===== src/rtl/uart_rx_pkg.sv =====
// Shared types and legal-range constants for the UART receive deserializer.
// The PARITY state exists only when UART_RX_PARITY_EN is defined.
package uart_rx_pkg;

`ifdef UART_RX_PARITY_EN
    typedef enum logic [1:0] {ST_IDLE, ST_DATA, ST_PARITY, ST_STOP} rx_state_e;
`else
    typedef enum logic [1:0] {ST_IDLE, ST_DATA, ST_STOP} rx_state_e;
`endif

    localparam int DATA_W_MIN    = 5;
    localparam int DATA_W_MAX    = 9;
    localparam int STOP_BITS_MIN = 1;
    localparam int STOP_BITS_MAX = 2;

endpackage


===== src/rtl/rx_bit_counter.sv =====
// Data-bit counter for the UART receiver: clear wins over enable, and the
// terminal count flags the last data bit of a frame.
module rx_bit_counter #(
    parameter int DATA_W = 8
) (
    input  logic clk,
    input  logic rst,
    input  logic en,
    input  logic clr,
    output logic tc
);
    localparam int CNT_W = $clog2(DATA_W);

    logic [CNT_W-1:0] cnt;

    always_ff @(posedge clk or posedge rst) begin
        if (rst)      cnt <= '0;
        else if (clr) cnt <= '0;
        else if (en)  cnt <= cnt + 1'b1;
    end

    assign tc = (cnt == CNT_W'(DATA_W - 1));

endmodule


===== src/rtl/uart_rx_deserializer.sv =====
// UART frame deserializer driven by bit-centre sample strobes, with a
// one-deep output register. Optional parity check: define UART_RX_PARITY_EN.
module uart_rx_deserializer
    import uart_rx_pkg::*;
#(
    parameter int DATA_W     = 8,
    parameter int LSB_FIRST  = 1,
    parameter int STOP_BITS  = 1,
    parameter int PARITY_ODD = 0
) (
    input  logic              clk,
    input  logic              rst,
    input  logic              sample_en,
    input  logic              serial_in,
    input  logic              out_ready,
    output logic [DATA_W-1:0] data_out,
    output logic              out_valid,
    output logic              frame_err,
    output logic              parity_err,
    output logic              overrun,
    output logic              busy
);
    if (DATA_W < DATA_W_MIN || DATA_W > DATA_W_MAX) begin : g_bad_data_w
        $error("uart_rx_deserializer: DATA_W out of range");
    end
    if (STOP_BITS < STOP_BITS_MIN || STOP_BITS > STOP_BITS_MAX) begin : g_bad_stop
        $error("uart_rx_deserializer: STOP_BITS must be 1 or 2");
    end
    if (PARITY_ODD != 0 && PARITY_ODD != 1) begin : g_bad_par
        $error("uart_rx_deserializer: PARITY_ODD must be 0 or 1");
    end

    rx_state_e         state_q, state_d;
    logic              armed_q;
    logic [DATA_W-1:0] shift_q;
    logic              stop_idx_q;
    logic              ferr_acc_q;
    logic              perr_acc;
    logic              cnt_tc;
    logic              start_det, shift_en, complete;
    logic              last_stop, frame_err_now;

    assign last_stop     = (STOP_BITS == 1) || stop_idx_q;
    assign frame_err_now = ferr_acc_q | ~serial_in;

    rx_bit_counter #(.DATA_W(DATA_W)) u_bit_cnt (
        .clk (clk),
        .rst (rst),
        .en  (shift_en),
        .clr (start_det),
        .tc  (cnt_tc)
    );

    always_ff @(posedge clk or posedge rst) begin
        if (rst) state_q <= ST_IDLE;
        else     state_q <= state_d;
    end

    always_comb begin
        state_d = state_q;
        if (sample_en) begin
            case (state_q)
                ST_IDLE:   if (!serial_in && armed_q) state_d = ST_DATA;
`ifdef UART_RX_PARITY_EN
                ST_DATA:   if (cnt_tc) state_d = ST_PARITY;
                ST_PARITY: state_d = ST_STOP;
`else
                ST_DATA:   if (cnt_tc) state_d = ST_STOP;
`endif
                ST_STOP:   if (last_stop) state_d = ST_IDLE;
                default:   state_d = ST_IDLE;
            endcase
        end
    end

    always_comb begin
        start_det = 1'b0;
        shift_en  = 1'b0;
        complete  = 1'b0;
        busy      = (state_q != ST_IDLE);
        case (state_q)
            ST_IDLE: start_det = sample_en & ~serial_in & armed_q;
            ST_DATA: shift_en  = sample_en;
            ST_STOP: complete  = sample_en & last_stop;
            default: ;
        endcase
    end

    // Frame-local state; a framing error disarms so a break cannot retrigger.
    always_ff @(posedge clk or posedge rst) begin
        if (rst) begin
            armed_q    <= 1'b0;
            shift_q    <= '0;
            stop_idx_q <= 1'b0;
            ferr_acc_q <= 1'b0;
        end else if (sample_en) begin
            case (state_q)
                ST_IDLE: begin
                    if (serial_in) armed_q <= 1'b1;
                    stop_idx_q <= 1'b0;
                    ferr_acc_q <= 1'b0;
                end
                ST_DATA: begin
                    if (LSB_FIRST != 0) shift_q <= {serial_in, shift_q[DATA_W-1:1]};
                    else                shift_q <= {shift_q[DATA_W-2:0], serial_in};
                end
                ST_STOP: begin
                    if (!serial_in) ferr_acc_q <= 1'b1;
                    stop_idx_q <= ~stop_idx_q;
                    if (last_stop && frame_err_now) armed_q <= 1'b0;
                end
                default: ;
            endcase
        end
    end

`ifdef UART_RX_PARITY_EN
    logic perr_q;
    always_ff @(posedge clk or posedge rst) begin
        if (rst)
            perr_q <= 1'b0;
        else if (sample_en && state_q == ST_PARITY)
            perr_q <= serial_in ^ (^shift_q) ^ PARITY_ODD[0];
    end
    assign perr_acc = perr_q;
`else
    assign perr_acc = 1'b0;
`endif

    // Output holding register: a completion against a stalled consumer is dropped.
    always_ff @(posedge clk or posedge rst) begin
        if (rst) begin
            data_out  <= '0;
            out_valid <= 1'b0;
            frame_err <= 1'b0;
            overrun   <= 1'b0;
`ifdef UART_RX_PARITY_EN
            parity_err <= 1'b0;
`endif
        end else begin
            overrun <= 1'b0;
            if (complete) begin
                if (out_valid && !out_ready) begin
                    overrun <= 1'b1;
                end else begin
                    data_out  <= shift_q;
                    frame_err <= frame_err_now;
                    out_valid <= 1'b1;
`ifdef UART_RX_PARITY_EN
                    parity_err <= perr_acc;
`endif
                end
            end else if (out_valid && out_ready) begin
                out_valid <= 1'b0;
            end
        end
    end

`ifndef UART_RX_PARITY_EN
    assign parity_err = perr_acc;
`endif

endmodule

===== config.mk =====
export PLATFORM = sky130hd
export DESIGN_NAME = uart_rx_deserializer
export DESIGN_NICKNAME = d
export VERILOG_FILES = /design/src/rtl/uart_rx_pkg.sv /design/src/rtl/rx_bit_counter.sv /design/src/rtl/uart_rx_deserializer.sv
export SDC_FILE = /design/constraint.sdc
export NUM_CORES = 1
export LEC_CHECK = 0
export BUFFER_PORTS_ARGS = -buffer_cell sky130_fd_sc_hd__buf_2
export CAP_MARGIN = 15
export CORE_MARGIN = 8
export CORE_UTILIZATION = 50
export CTS_CLUSTER_DIAMETER = 50
export DETAILED_ROUTE_END_ITERATION = 8
export PLACE_DENSITY = 0.69
export SLEW_MARGIN = 10
export SYNTH_ARGS = -nofsm -noshare
export SYNTH_HDL_FRONTEND = slang
export SYNTH_HIERARCHICAL = 1
export SYNTH_SLANG_ARGS = --single-unit

===== constraint.sdc =====
create_clock -name clk -period 3.4 [get_ports clk]
set_input_delay 0.34 -clock clk [delete_from_list [all_inputs] [get_ports clk]]
set_output_delay 0.34 -clock clk [all_outputs]
set_load 0.05 [all_outputs]

Yosys cells after proc, flatten, opt, wreduce, memory -nomap -nowiden. Cells that the tools add are included. W data, S select, Z words.

Register bits after elaboration: 26. Input port bits: 5. Output and inout port bits: 13. Logic and storage cells: 58.

Add/subtract/negate cells: 1. Equal/unequal tests: 9. Mux-type cells: 18. Bitwise operators: 5. Reduce and logical (&&, ||, !) cells: 16.

Operators by type and width (number): $ne A2 B2 Y1 const B (6); $mux W1 (11); $reduce_bool A2 Y1 (4); $mux W3 (2); $reduce_and A2 Y1 (3); $reduce_and A3 Y1 (2); $mux W2 (2); $pmux W1 S2 (2); $pmux W2 S2 (1); $reduce_and A4 Y1 (1); $add A3 B1 Y3 const B (1); $eq A3 B3 Y1 const B (1); $logic_and A1 B1 Y1 (3); $and A1 B1 Y1 (2); $eq A2 B1 Y1 const B (1); $eq A2 B2 Y1 const B (1); $logic_not A1 Y1 (2); $logic_not A2 Y1 (1); $not A1 Y1 (2); $or A1 B1 Y1 (1).

Longest topological paths before layout.
Depth in word-level cells: 5. Gate-level depth with buffers: 4.

By module. Netlist, hierarchy kept.

Modules (own cells, without submodules): uart_rx_deserializer (instances 1, cells an instance 64, area each 965.9 um2, sequential area each 575.6 um2); rx_bit_counter (instances 1, cells an instance 12, area each 143.9 um2, sequential area each 75.1 um2).

Least setup slack after synthesis. OpenSTA, ideal clock, no wires.

Kind: reg2reg. Start: register out_valid. End: register data_out[0]. Library setup time: 0.125 ns. Arrival time: 1.340 ns. Path slack: 1.934 ns. Stages on the path, launching flop included: 5. Path buffers: 1. Cell sequence: dfrtp_1 > nand2b_1 > nor2b_2 > buf_6 > mux2_4.

Cells in the longest elaborated chain, start to end: 3.

Ends and longest elaborated chain: from (decl) (line uart_rx_deserializer.sv:17) `output logic out_valid,`; from (signal assigned) (line uart_rx_deserializer.sv:134) `out_valid <= 1'b0;`; from (signal assigned) (line uart_rx_deserializer.sv:148) `out_valid <= 1'b1;`; from (signal assigned) (line uart_rx_deserializer.sv:154) `out_valid <= 1'b0;`; $logic_and A1 B1 Y1 (line uart_rx_deserializer.sv:143) `if (out_valid && !out_ready) begin`; $not A1 Y1 (no source line); $reduce_and A2 Y1 (no source line); to (signal assigned) (line uart_rx_deserializer.sv:146) `data_out <= shift_q;`; to (decl) (line uart_rx_deserializer.sv:16) `output logic [DATA_W-1:0] data_out,`.

No other way between the ends. A chain may end at the register's enable or synchronous reset.

Final worst setup path.
Start: register state_q[0]. End: register data_out[2].

Cells in the longest elaborated chain, start to end: 3.

Ends and longest elaborated chain: from (decl) (line uart_rx_deserializer.sv:33) `rx_state_e state_q, state_d;`; from (signal assigned) (line uart_rx_deserializer.sv:56) `else state_q <= state_d;`; $eq A2 B2 Y1 (line uart_rx_deserializer.sv:81) `case (state_q)`; $mux W1 (line uart_rx_deserializer.sv:81); $reduce_and A2 Y1 (no source line).

No other way between the ends.

==> impl_metrics.toml <==
[cells_and_area]
antenna_cells = 0
syn_to_final_growth_pct = 12.9
final_cell_mix = "26 x dfrtp_1, 16 x buf_2, 9 x mux2_4"
final_nets = 103
fillers = 183
mostFrequentLayoutCell = "dfrtp_1"
drive_gt1_share_pct = 43.2
stdcell_count = 123
post-route-util_pct = 58.3

[setup_path]
path_cells = "nand3b_2, nor2b_2, mux2_4"
r2r-start = "state_q[0]"
crit_path_top_delay_cell = "nor2b_2"
crit_family = "simple AND/OR/NAND/NOR gates"
cpPeakStageDelay_ns = 0.51
r2r_slack_ns = 1.71
arrival_ns = 1.90
critPathMaxFanout = 9
endpoint_kind = "flop"
worstPathRequired_ns = 3.62
crit_buf_inv = 0
worstSetupStartpointType = "flop"
setup.worst_path.class = "flop to flop"
cp-startpoint = "state_q[0]"

[timing]
slew_viol_final = 0
timing.fmax_ghz = 0.593
rsz0062_at_grt = "false"
clock-skew-final_ns = 0.00368
min_period_over_period_pct = 49.6
tns_ns = 0
maxSlewHeadroom_pct = 43.3
hold_violations = 0
setup_viol = 0
fin_crit_ns = 1.69
setup_ws_ns = 1.71
worst_slew_pin_slew_ns = 0.849

[place]
hpwlAfterDp_microns = 1290
pre_cts_ws_ns = 1.72
io_buffers = 16
gp_congestion = 0.718
dp.cells = 118

[clock_network]
cts.sinks = 26
clk_latency_ns = 0.32
postCtsHoldBufs = 1
cts_max_path_buffers = 2
cts_tree = "done"
cts.clk_slew.worst_paths_ns = 0.13
cts_root_buf = "clkbuf_4"
postCtsSetupBuffers = 0
cts_buffers = 3
cts-resized-gates = 0
htreeDepth = 1

[power]
cellLeakagePower_nw = 0.658
power_density_nw_per_um2 = 856
ir_worst_vdd_v = 0.000559

[global_routing]
grt_max_degree = 24
grt_pass1_vias = 598
grt_pass1_wl_microns = 2990
grtUsageTotal_pct = 9.65
overflow = 0
antenna_found_initial = 0

[die]
start_util_pct = 51.7
core_area_sq_um = 2150
rows = 17
dieArea_sq_um = 3980
die_x_microns = 63.1
pin_count = 18
die-height_microns = 63.1

[synthesis]
yosys.area.top_type = "dfrtp_1"
synth_nets = 83
netlist_instances = 76
synth.top_cell.area_share_pct = 58.6
synthDistinctLibCells = 23
syn_area_per_cell_sq_um = 14.6
synth_seq_cells = 26
ys_warn_count = 6
ys_top_cells_by_area = "dfrtp_1 59%, mux2_4 12%, mux2_2 8.1%"
seq_area_frac_synth_pct = 58.6
syn-cell-area_sq_um = 1110

[drt]
ant_nets = 0
vias = 593
routed_wl_microns = 1700
dr.pass1.iters = 3
wl_per_cell_microns = 13.8
viasPerCell = 4.82
drt_iter0_drc = 10
drc = 0

[worst_hold_path]
worstHoldPathType = "input port to flop"
hold_start = "serial_in"

[flow_run]
drv_cap = 0

[outcome]
status = "complete, no violations"
[flip-flops by register name, summed over array words and instances, names as in the netlist]
register and cells:
shift_q 8, ferr_acc_q 1, u_bit_cnt/cnt 3, frame_err 1, data_out 8, overrun 1
armed_q 1, state_q 2, out_valid 1
[layer usage]
| metal | part of all wire, % | GRT usage [%] |
|---|---|---|
| met5 | 0 | 0 |
| met4 | 2.5 | 5.13 |
| met3 | 6.8 | 5.48 |
| met2 | 45 | 12.9 |
| met1 | 46 | 11.9 |
[cells in the mapped netlist, drive strengths merged]
| cell type | n |
|---|---|
| dfrtp | 26 |
| mux2 | 17 |
| inv | 5 |
| nor2 | 5 |
| nand2b | 3 |
| a22o | 2 |
| buf | 2 |
| ha | 2 |
| mux2i | 2 |
| nand3b | 2 |
| a21o | 1 |
| conb | 1 |
| nand2 | 1 |
| nor2b | 1 |
| nor4 | 1 |
| o21ai | 1 |
| o22a | 1 |
| o22ai | 1 |
| or2 | 1 |
| xnor2 | 1 |
[layout make-up]
cell class	instances	area [sq um]	share of cell area (%)
Clock buffer	4	36.3	2.90
Timing Repair Buffer	17	90.1	7.19
Multi-Input combinational cell	43	422	33.7
Tap cell	28	35.0	2.80
Inverter	5	18.8	1.50
Sequential cell	26	651	51.9
[report_power, final]
part | internal, mW | total, mW | switching, mW | leakage, nW
logic | 0.182 | 0.416 | 0.234 | 0.309
registers | 0.421 | 0.504 | 0.0823 | 0.328
clock network | 0.0655 | 0.153 | 0.0871 | 0.0210
[final timing paths]
kind / end / cells after the start
setup / recovery: data_out[2] / 3
hold / removal: armed_q / 2
setup reg to reg: data_out[2] / 3
hold reg to reg: data_out[6] / 1
max in group asynchronous: data_out[6] / 3
min in group asynchronous: u_bit_cnt/cnt[1] / 3
[metrics by stage]
step,hold WS [ns],total power [mW],cell area (sq um)
6_report,0.286,1.07,1250
5_1_grt,0.274,1.14,1250
2_1_floorplan,0.0936,0.835,1110
4_1_cts,0.276,1.09,1250
3_5_place_dp,0.225,0.933,1210
3_3_place_gp,0.219,0.915,1210
[logic make-up after synthesis]
| logic type | synth area share [%] |
|---|---|
| multiplexers | 22.1 |
| other | 0.338 |
| AO/OA/AOI/OAI | 4.06 |
| adder cells (fa/ha/maj) | 2.25 |
| XOR/XNOR | 0.789 |
| AND/OR/NAND/NOR | 8.46 |
| flip-flops | 58.6 |
| buffers and inverters | 3.38 |
(Power assumes the default switching activity.)
